[src/rtl/riscv_pkg.sv]
// Shared RV32 constants for fetch and control: datapath width, canonical NOP, major opcodes.
// Pure definitions, no latency or backpressure.
package riscv_pkg;

    localparam int unsigned XLEN = 32;

    localparam logic [31:0] NOP_INSTR = 32'h0000_0013;

    typedef enum logic [6:0] {
        OP_LUI    = 7'b0110111,
        OP_AUIPC  = 7'b0010111,
        OP_JAL    = 7'b1101111,
        OP_JALR   = 7'b1100111,
        OP_BRANCH = 7'b1100011,
        OP_LOAD   = 7'b0000011,
        OP_STORE  = 7'b0100011,
        OP_IMM    = 7'b0010011,
        OP_REG    = 7'b0110011,
        OP_SYSTEM = 7'b1110011
    } opcode_e;

    function automatic opcode_e opcode_of(input logic [31:0] instr);
        return opcode_e'(instr[6:0]);
    endfunction

endpackage

[src/rtl/fetch_stage_if.sv]
// Instruction-memory request/response bus between fetch (master) and imem (slave).
// Request held until a response is accepted; rvalid qualifies rdata for the current address.
interface fetch_stage_if;
    import riscv_pkg::*;

    logic            imem_req_o;
    logic [XLEN-1:0] imem_addr_o;
    logic            imem_rvalid_i;
    logic [XLEN-1:0] imem_rdata_i;

    modport master (
        output imem_req_o,
        output imem_addr_o,
        input  imem_rvalid_i,
        input  imem_rdata_i
    );

    modport slave (
        input  imem_req_o,
        input  imem_addr_o,
        output imem_rvalid_i,
        output imem_rdata_i
    );
endinterface

[src/rtl/fetch_stage_if_id_reg.sv]
// IF/ID pipeline register: 1-cycle load of a fetched word; flush inserts a NOP bubble.
// Stall holds every field; an empty fetch slot also becomes a bubble with pc fields retained.
module if_id_reg
    import riscv_pkg::*;
(
    input  logic            clk,
    input  logic            rst,
    input  logic            flush_i,
    input  logic            stall_i,
    input  logic            fetch_vld_i,
    input  logic [XLEN-1:0] instr_i,
    input  logic [XLEN-1:0] pc_i,
    input  logic [XLEN-1:0] pc_plus4_i,
    output logic [XLEN-1:0] instr_o,
    output logic [XLEN-1:0] pc_o,
    output logic [XLEN-1:0] pc_plus4_o,
    output logic            valid_o
);

    logic [XLEN-1:0] instr_q, instr_d;
    logic [XLEN-1:0] pc_q, pc_d;
    logic [XLEN-1:0] pc_plus4_q, pc_plus4_d;
    logic            valid_q, valid_d;

    always_comb begin
        instr_d    = instr_q;
        pc_d       = pc_q;
        pc_plus4_d = pc_plus4_q;
        valid_d    = valid_q;
        // Flush outranks stall; pc fields always keep their last value on a bubble.
        if (flush_i) begin
            instr_d = NOP_INSTR;
            valid_d = 1'b0;
        end else if (stall_i) begin
            valid_d = valid_q;
        end else if (fetch_vld_i) begin
            instr_d    = instr_i;
            pc_d       = pc_i;
            pc_plus4_d = pc_plus4_i;
            valid_d    = 1'b1;
        end else begin
            instr_d = NOP_INSTR;
            valid_d = 1'b0;
        end
    end

    always_ff @(posedge clk) begin
        if (rst) begin
            instr_q    <= NOP_INSTR;
            pc_q       <= '0;
            pc_plus4_q <= '0;
            valid_q    <= 1'b0;
        end else begin
            instr_q    <= instr_d;
            pc_q       <= pc_d;
            pc_plus4_q <= pc_plus4_d;
            valid_q    <= valid_d;
        end
    end

    assign instr_o    = instr_q;
    assign pc_o       = pc_q;
    assign pc_plus4_o = pc_plus4_q;
    assign valid_o    = valid_q;

endmodule

[src/rtl/fetch_stage.sv]
// Fetch: PC register driving imem, result registered into IF/ID; 1 cycle response-to-valid, 1 instr/cycle.
// Address held across wait states and stalls; redirect beats flush beats stall.
module fetch_stage
    import riscv_pkg::*;
#(
    parameter logic [31:0] RESET_PC = 32'h0000_0000,
    parameter int unsigned XLEN     = riscv_pkg::XLEN
) (
    input  logic              clk,
    input  logic              rst,
    input  logic              stall_i,
    input  logic              flush_i,
    input  logic              redirect_i,
    input  logic [XLEN-1:0]   redirect_pc_i,
    fetch_stage_if.master     imem,
    output logic [XLEN-1:0]   instr_o,
    output logic [XLEN-1:0]   pc_o,
    output logic [XLEN-1:0]   pc_plus4_o,
    output logic              valid_o
);

    logic [XLEN-1:0] pc_q, pc_d;
    logic [XLEN-1:0] pc_plus4;
    logic            accept;

    assign pc_plus4 = pc_q + XLEN'(4);
    assign accept   = imem.imem_rvalid_i & ~stall_i & ~flush_i & ~redirect_i;

    always_comb begin
        pc_d = pc_q;
        // Targets are forced word-aligned; the low bits of the request are ignored.
        if (redirect_i) begin
            pc_d = redirect_pc_i & ~XLEN'(3);
        end else if (accept) begin
            pc_d = pc_plus4;
        end
    end

    always_ff @(posedge clk) begin
        if (rst) begin
            pc_q <= RESET_PC;
        end else begin
            pc_q <= pc_d;
        end
    end

    assign imem.imem_req_o  = ~rst;
    assign imem.imem_addr_o = pc_q;

    if_id_reg u_if_id_reg (
        .clk         (clk),
        .rst         (rst),
        .flush_i     (redirect_i | flush_i),
        .stall_i     (stall_i),
        .fetch_vld_i (imem.imem_rvalid_i),
        .instr_i     (imem.imem_rdata_i),
        .pc_i        (pc_q),
        .pc_plus4_i  (pc_plus4),
        .instr_o     (instr_o),
        .pc_o        (pc_o),
        .pc_plus4_o  (pc_plus4_o),
        .valid_o     (valid_o)
    );

endmodule

[src/flat_wrapper.sv]
// flat-port wrapper written by rule: the top's interface ports become plain ports
module fetch_stage_flat import riscv_pkg::*;
#(
    parameter logic [31:0] RESET_PC = 32'h0000_0000,
    parameter int unsigned XLEN     = riscv_pkg::XLEN
)
  (clk, rst, stall_i, flush_i, redirect_i, redirect_pc_i, instr_o, pc_o, pc_plus4_o, valid_o, imem_imem_req_o, imem_imem_addr_o, imem_imem_rvalid_i, imem_imem_rdata_i);
  fetch_stage_if imem_i ();
  input  logic clk;
  input  logic rst;
  input  logic stall_i;
  input  logic flush_i;
  input  logic redirect_i;
  input  logic [XLEN-1:0] redirect_pc_i;
  output logic [XLEN-1:0] instr_o;
  output logic [XLEN-1:0] pc_o;
  output logic [XLEN-1:0] pc_plus4_o;
  output logic valid_o;
  output wire logic [$bits(imem_i.imem_req_o)-1:0] imem_imem_req_o;
  output wire logic [$bits(imem_i.imem_addr_o)-1:0] imem_imem_addr_o;
  input wire logic [$bits(imem_i.imem_rvalid_i)-1:0] imem_imem_rvalid_i;
  input wire logic [$bits(imem_i.imem_rdata_i)-1:0] imem_imem_rdata_i;
  assign imem_imem_req_o = imem_i.imem_req_o;
  assign imem_imem_addr_o = imem_i.imem_addr_o;
  assign imem_i.imem_rvalid_i = imem_imem_rvalid_i;
  assign imem_i.imem_rdata_i = imem_imem_rdata_i;
  fetch_stage #(.RESET_PC(RESET_PC), .XLEN(XLEN)) u_core (.clk(clk), .rst(rst), .stall_i(stall_i), .flush_i(flush_i), .redirect_i(redirect_i), .redirect_pc_i(redirect_pc_i), .imem(imem_i), .instr_o(instr_o), .pc_o(pc_o), .pc_plus4_o(pc_plus4_o), .valid_o(valid_o));
endmodule
[config.mk]
export PLATFORM = sky130hd
export DESIGN_NAME = fetch_stage_flat
export DESIGN_NICKNAME = d
export VERILOG_FILES = /design/src/rtl/riscv_pkg.sv /design/src/rtl/fetch_stage_if.sv /design/src/rtl/fetch_stage_if_id_reg.sv /design/src/rtl/fetch_stage.sv /design/src/flat_wrapper.sv
export SDC_FILE = /design/constraint.sdc
export NUM_CORES = 1
export LEC_CHECK = 0
export ABC_CLOCK_PERIOD_IN_PS = 3900
export BUFFER_PORTS_ARGS = -buffer_cell sky130_fd_sc_hd__buf_2
export CAP_MARGIN = 20
export CELL_PAD_IN_SITES_DETAIL_PLACEMENT = 1
export CELL_PAD_IN_SITES_GLOBAL_PLACEMENT = 2
export CORE_AREA = 5 5 120 168
export DETAILED_ROUTE_END_ITERATION = 10
export DIE_AREA = 0 0 125 173
export HOLD_SLACK_MARGIN = 0.05
export PLACE_DENSITY_LB_ADDON = 0.1
export RECOVER_POWER = 100
export SYNTH_ARGS = -nofsm -noshare
export SYNTH_HDL_FRONTEND = slang
export SYNTH_SLANG_ARGS = --single-unit
[constraint.sdc]
create_clock -name clk -period 3.9 [get_ports clk]
set_clock_uncertainty 0.1 [all_clocks]
set_input_delay 0.39 -clock clk [delete_from_list [all_inputs] [get_ports clk]]
set_output_delay 0.39 -clock clk [all_outputs]
set_load 0.1 [all_outputs]
# Word-level counts from Yosys, hierarchy flattened
# Cells that the tools add are included.
[totals] regBits=129 input_bits=70 wordCells=24
[op_classes] add_sub_neg=1 mux=4 n_bitwise=9 n_reduce_logical=4
[op_table] cell="$mux 32" n=3
[op_table] cell="$add 32x3->32 const B" n=1
[op_table] cell="$not 1->1" n=5
[op_table] cell="$reduce_or 2->1" n=2
[op_table] cell="$and 1x1->1" n=3
[op_table] cell="$reduce_and 3->1" n=1
[op_table] cell="$reduce_bool 2->1" n=1
[op_table] cell="$mux 1" n=1
[op_table] cell="$or 1x1->1" n=1

# Longest topological paths before layout
[logic_depth] ltp_word=6 mapped_depth=8 ltp_nobuf=6

# Modules after synthesis
# A second synthesis with hierarchy kept.
[hier_totals] hier_cells=731 area_unflattened_um2=6557.5
[by_module_without_submodules] module="if_id_reg" instances=1 cells_each=424 area_each_um2=4227.8 seq_area_each_um2=1941.9
[by_module_without_submodules] module="fetch_stage" instances=1 cells_each=307 area_each_um2=2329.7 seq_area_each_um2=600.6

# Least setup slack after synthesis
# Ideal clock, no wire load.
[synth_path] kind="register to register" startpoint="reg u_core.pc_q[2], in the netlist u_core.imem.imem_addr_o[2]" endpoint="reg u_core.pc_q[28], in the netlist u_core.imem.imem_addr_o[28]" setup_ns=0.115 arrival_time_ns=2.648 slack_ns=1.037 path_stages_with_launch=7 path_buffers=0 period_less_slack_ns=2.863 path_cell_list="dfxtp_1 -> ha_1 -> nand4_1 -> nor4_2 -> nand4_1 -> xnor2_1 -> o21a_1"
[synth_between] elab_chain_len=3
[synth_rtl] element="start, declared" line_no="fetch_stage.sv:22" source="logic [XLEN-1:0] pc_q, pc_d;"
[synth_rtl] element="start signal, assigned" line_no="fetch_stage.sv:43" source="pc_q <= pc_d;"
[synth_rtl] element="$add 32x3->32" line_no="fetch_stage.sv:26" source="assign pc_plus4 = pc_q + XLEN'(4);"
[synth_rtl] element="$mux 32" line_no="fetch_stage.sv:34" source="end else if (accept) begin"
[synth_rtl] element="$mux 32" line_no="fetch_stage.sv:32" source="if (redirect_i) begin"
# No other way between the ends. The select of a mux whose other input is x is not followed.
# A chain may end at the register's enable or synchronous reset.

# Worst setup path after layout
[layout_path] startpoint="in stall_i" endpoint="reg u_core.u_if_id_reg.pc_q[24], in the netlist u_core.u_if_id_reg.pc_o[24]"
[layout_between] elab_chain_len=2
[layout_rtl] element="start, declared" line_no="flat_wrapper.sv:11" source="input logic stall_i;"
[layout_rtl] element="$not 1->1 (no line)"
[layout_rtl] element="$reduce_and 3->1 (no line)"
[layout_rtl] element="end signal, assigned" line_no="fetch_stage_if_id_reg.sv:55" source="pc_q <= pc_d;"
[layout_rtl] element="end, declared" line_no="fetch_stage_if_id_reg.sv:21" source="logic [XLEN-1:0] pc_q, pc_d;"
# No other way between the ends.

==> flow_metrics.py <==
metrics = {
    "status": {
        "run_status": "finished with violations",
        "violations": "max-capacitance violations, max-slew violations",
    },
    "sta": {
        "worst_slack_ns": 0.896,
        "worstMarginPinSlew_ns": 1.55,
        "timing.final.crit_period_ns": 3.00,
        "max_freq_mhz": 333,
        "hold_ws_ns": 0.0984,
        "min_period_over_period_pct": 77.0,
        "finalHoldViolations": 0,
        "final-setup-viol-count": 0,
        "max-slew-margin-rel_pct": -3.06,
        "rsz0062_at_grt": "false",
        "drv_slew": 35,
        "setup-tns-final_ns": 0,
    },
    "clock_network": {
        "ctsHoldBuffers": 0,
        "clkLatencyLatePin_ns": 0.42,
        "post-cts-setup-buffers": 0,
        "cts_root_buf": "clkbuf_16",
        "ctsResizeCount": 0,
        "cts_buffers": 17,
        "cts_tree": "built",
        "cts_sinks": 123,
        "clockBufferDepth": 2,
        "htree_levels": 4,
        "cts.clk_slew.worst_paths_ns": 0.06,
    },
    "setup_path": {
        "setup.worst_path.end_class": "flop",
        "worst-endpoint-arrival_ns": 3.26,
        "setup.worst_path.start_class": "input pin",
        "r2r.worst_path.cells": 6,
        "worst_r2r_endpoint": "u_core.imem.imem_addr_o[18]",
        "crit_fanout": 34,
        "crit_type": "in2reg",
        "r2r_start": "u_core.imem.imem_addr_o[2]",
        "required_ns": 4.15,
        "ff2ff_setup_slack_ns": 1.28,
    },
    "place": {
        "pre_cts_ws_ns": 1.19,
        "port_buffers": 191,
        "place_congestion": 0.753,
        "place_hpwl_um": 14400,
        "dpl-instance-area_um2": 6520,
    },
    "logic_synthesis": {
        "synth_edf_count": 0,
        "ys_seq_area_share_pct": 45.2,
        "synth-seq-cells": 123,
        "netlist.top_cell.by_area": "dfxtp_1",
        "avgSynthCellArea_um2": 8.28,
        "synth_cell_types": 50,
        "ys.flop_type": "dfxtp_1",
        "yosys_warnings": 0,
        "synth.most_common_cell": "dfxtp_1",
        "synth_common_cells": "dfxtp_1, nand2_1, a21oi_1",
        "synth_top_area_share_pct": 45.2,
        "syn_area_um2": 5450,
        "syn-instance-count": 658,
        "yosys-top-cells-area": "dfxtp_1, a21oi_1, nand2_1",
        "async_flop_share_pct": 0,
    },
    "hold_path": {
        "worstHoldPathCells": 3,
        "min_from": "imem_imem_rdata_i[22]",
        "whs_endpoint": "u_core.u_if_id_reg.instr_o[22]",
        "hp-class": "in2reg",
    },
    "power_and_ir_drop": {
        "switchingPower_mw": 1.13,
        "p_per_area_nw_per_um2": 505,
        "comb_power_share_pct": 15.3,
        "p_int_mw": 2.37,
        "peakVddDrop_mv": 0.205,
        "cellLeakagePower_nw": 2.48,
        "switching_share_pct": 32.4,
        "p_total_mw": 3.50,
        "power.share.clock_pct": 46.0,
        "pwr-share-seq_pct": 38.7,
    },
    "detailed_routing": {
        "wirelength_um": 19300,
        "antenna_left": 0,
        "wire_per_inst_um": 17.8,
        "vias_per_cell": 4.76,
        "vias": 5147,
        "drt_iter0_markers": 179,
        "drc_errors": 0,
        "first_pass_iters": 4,
    },
    "finish": {
        "layout.nets": 894,
        "drive_gt1_share_pct": 13.8,
        "fill_cells": 2278,
        "stdcell_area_um2": 6920,
        "syn_to_final_growth_pct": 27.1,
    },
    "global_route": {
        "antenna_found_initial": 1,
        "grt_first_pass_wirelength_um": 30400,
        "grt_max_degree": 60,
        "grt_overflow_total": 0,
        "grt_pass1_vias": 5553,
        "grt_util_all_layers_pct": 17.6,
    },
    "floorplanning": {
        "die_w_um": 125,
        "io_pins": 200,
        "die_y_um": 173,
        "start_util_pct": 29.6,
        "core-area_um2": 18400,
        "rows": 59,
        "die_area_um2": 21600,
    },
    "job": {
        "max_cap_violations": 1,
    },
}
==> cell usage in the layout (no fill, tap or decap), types with 19 or more instances in the layout <==
master / count
xnor2_1: 31
nand2_1: 90
a21oi_1: 70
nand3_1: 19
buf_2: 66
o21ai_0: 28
xor2_1: 19
inv_1: 24
nor2_1: 58
a22oi_1: 29
clkbuf_1: 127
dfxtp_1: 123
==> layout make-up <==
type                            count  area, um2  share of cell area [%]
Inverter                           24       90.1                    1.30
Tap cell                          244        305                    4.41
Clock inverter                     14        161                    2.33
Timing Repair Buffer              201        880                    12.7
Antenna cell                        1       2.50                  0.0361
Sequential cell                   123       2460                    35.6
Clock buffer                       18        439                    6.34
Multi-Input combinational cell    456       2580                    37.3
==> power groups by stage <==
stage	Combinational (mW)	Sequential (mW)	Clock [mW]
after floorplan	0.185	1.63	0
after global placement	0.549	1.38	0
after detailed placement	0.555	1.38	0
after CTS	0.557	1.35	1.65
after global routing	0.567	1.36	1.70
final	0.537	1.35	1.61
==> routing by layer <==
| layer | routed length [um] | vias up | global-route usage, % |
|---|---|---|---|
| met5 | 0 | - | 0 |
| met4 | 323 | 0 | 6.15 |
| met3 | 1190 | 19 | 5.68 |
| met2 | 10300 | 134 | 32.9 |
| met1 | 7450 | 2428 | 18.1 |
| li1 | - | 2566 | - |
==> per-stage QoR <==
step,util [%],instances
after floorplan,-,663
after global placement,35.5,1047
after detailed placement,35.5,1047
after CTS,38.8,1079
after global routing,37.7,1081
final,37.7,1081
==> worst max-delay path by stage <==
stage                                     from                               end  slack, ns  depth (start not counted)
floorplan           u_core.imem.imem_addr_o[2]       u_core.imem.imem_addr_o[28]       1.04                          6
global placement                       stall_i       u_core.imem.imem_addr_o[13]       1.26                          6
detailed placement                     stall_i  u_core.u_if_id_reg.pc_plus4_o[2]       1.19                          7
CTS                 u_core.imem.imem_addr_o[2]       u_core.imem.imem_addr_o[30]       1.25                          6
global route                           stall_i       u_core.u_if_id_reg.pc_o[21]       0.56                          7
finish                                 stall_i       u_core.u_if_id_reg.pc_o[24]       0.90                          7
==> cells by family (layout without fill, tap and decap cells) <==
group | after synthesis | count (layout) | share of synthesized area [%]
buffers and inverters | 84 | 257 | 6.98
AOI/OAI and AO/OA | 165 | 165 | 18.3
other | 1 | 7 | 0.0689
muxes | 3 | 3 | 0.551
xor gates and xnor gates | 50 | 50 | 8.04
DFF | 123 | 123 | 45.2
and+or+nand+nor | 231 | 231 | 20.6
adders and majority gates | 1 | 1 | 0.230
==> sequential cells by signal, summed over array words and instances, names as in the netlist <==
register / count
u_core.imem.imem_addr_o: 30
u_core.u_if_id_reg.instr_o: 32
u_core.u_if_id_reg.pc_o: 30
u_core.u_if_id_reg.pc_plus4_o: 30
u_core.u_if_id_reg.valid_o: 1
==> critical path, cell delays in order <==
cell	delay, ns
clkbuf_1	1.09
nor3b_2	0.10
clkbuf_1	0.42
nand2b_1	0.66
buf_4	0.35
nand2_1	0.08
a21oi_1	0.14
Note: power is estimated with default switching activity, not from simulation.
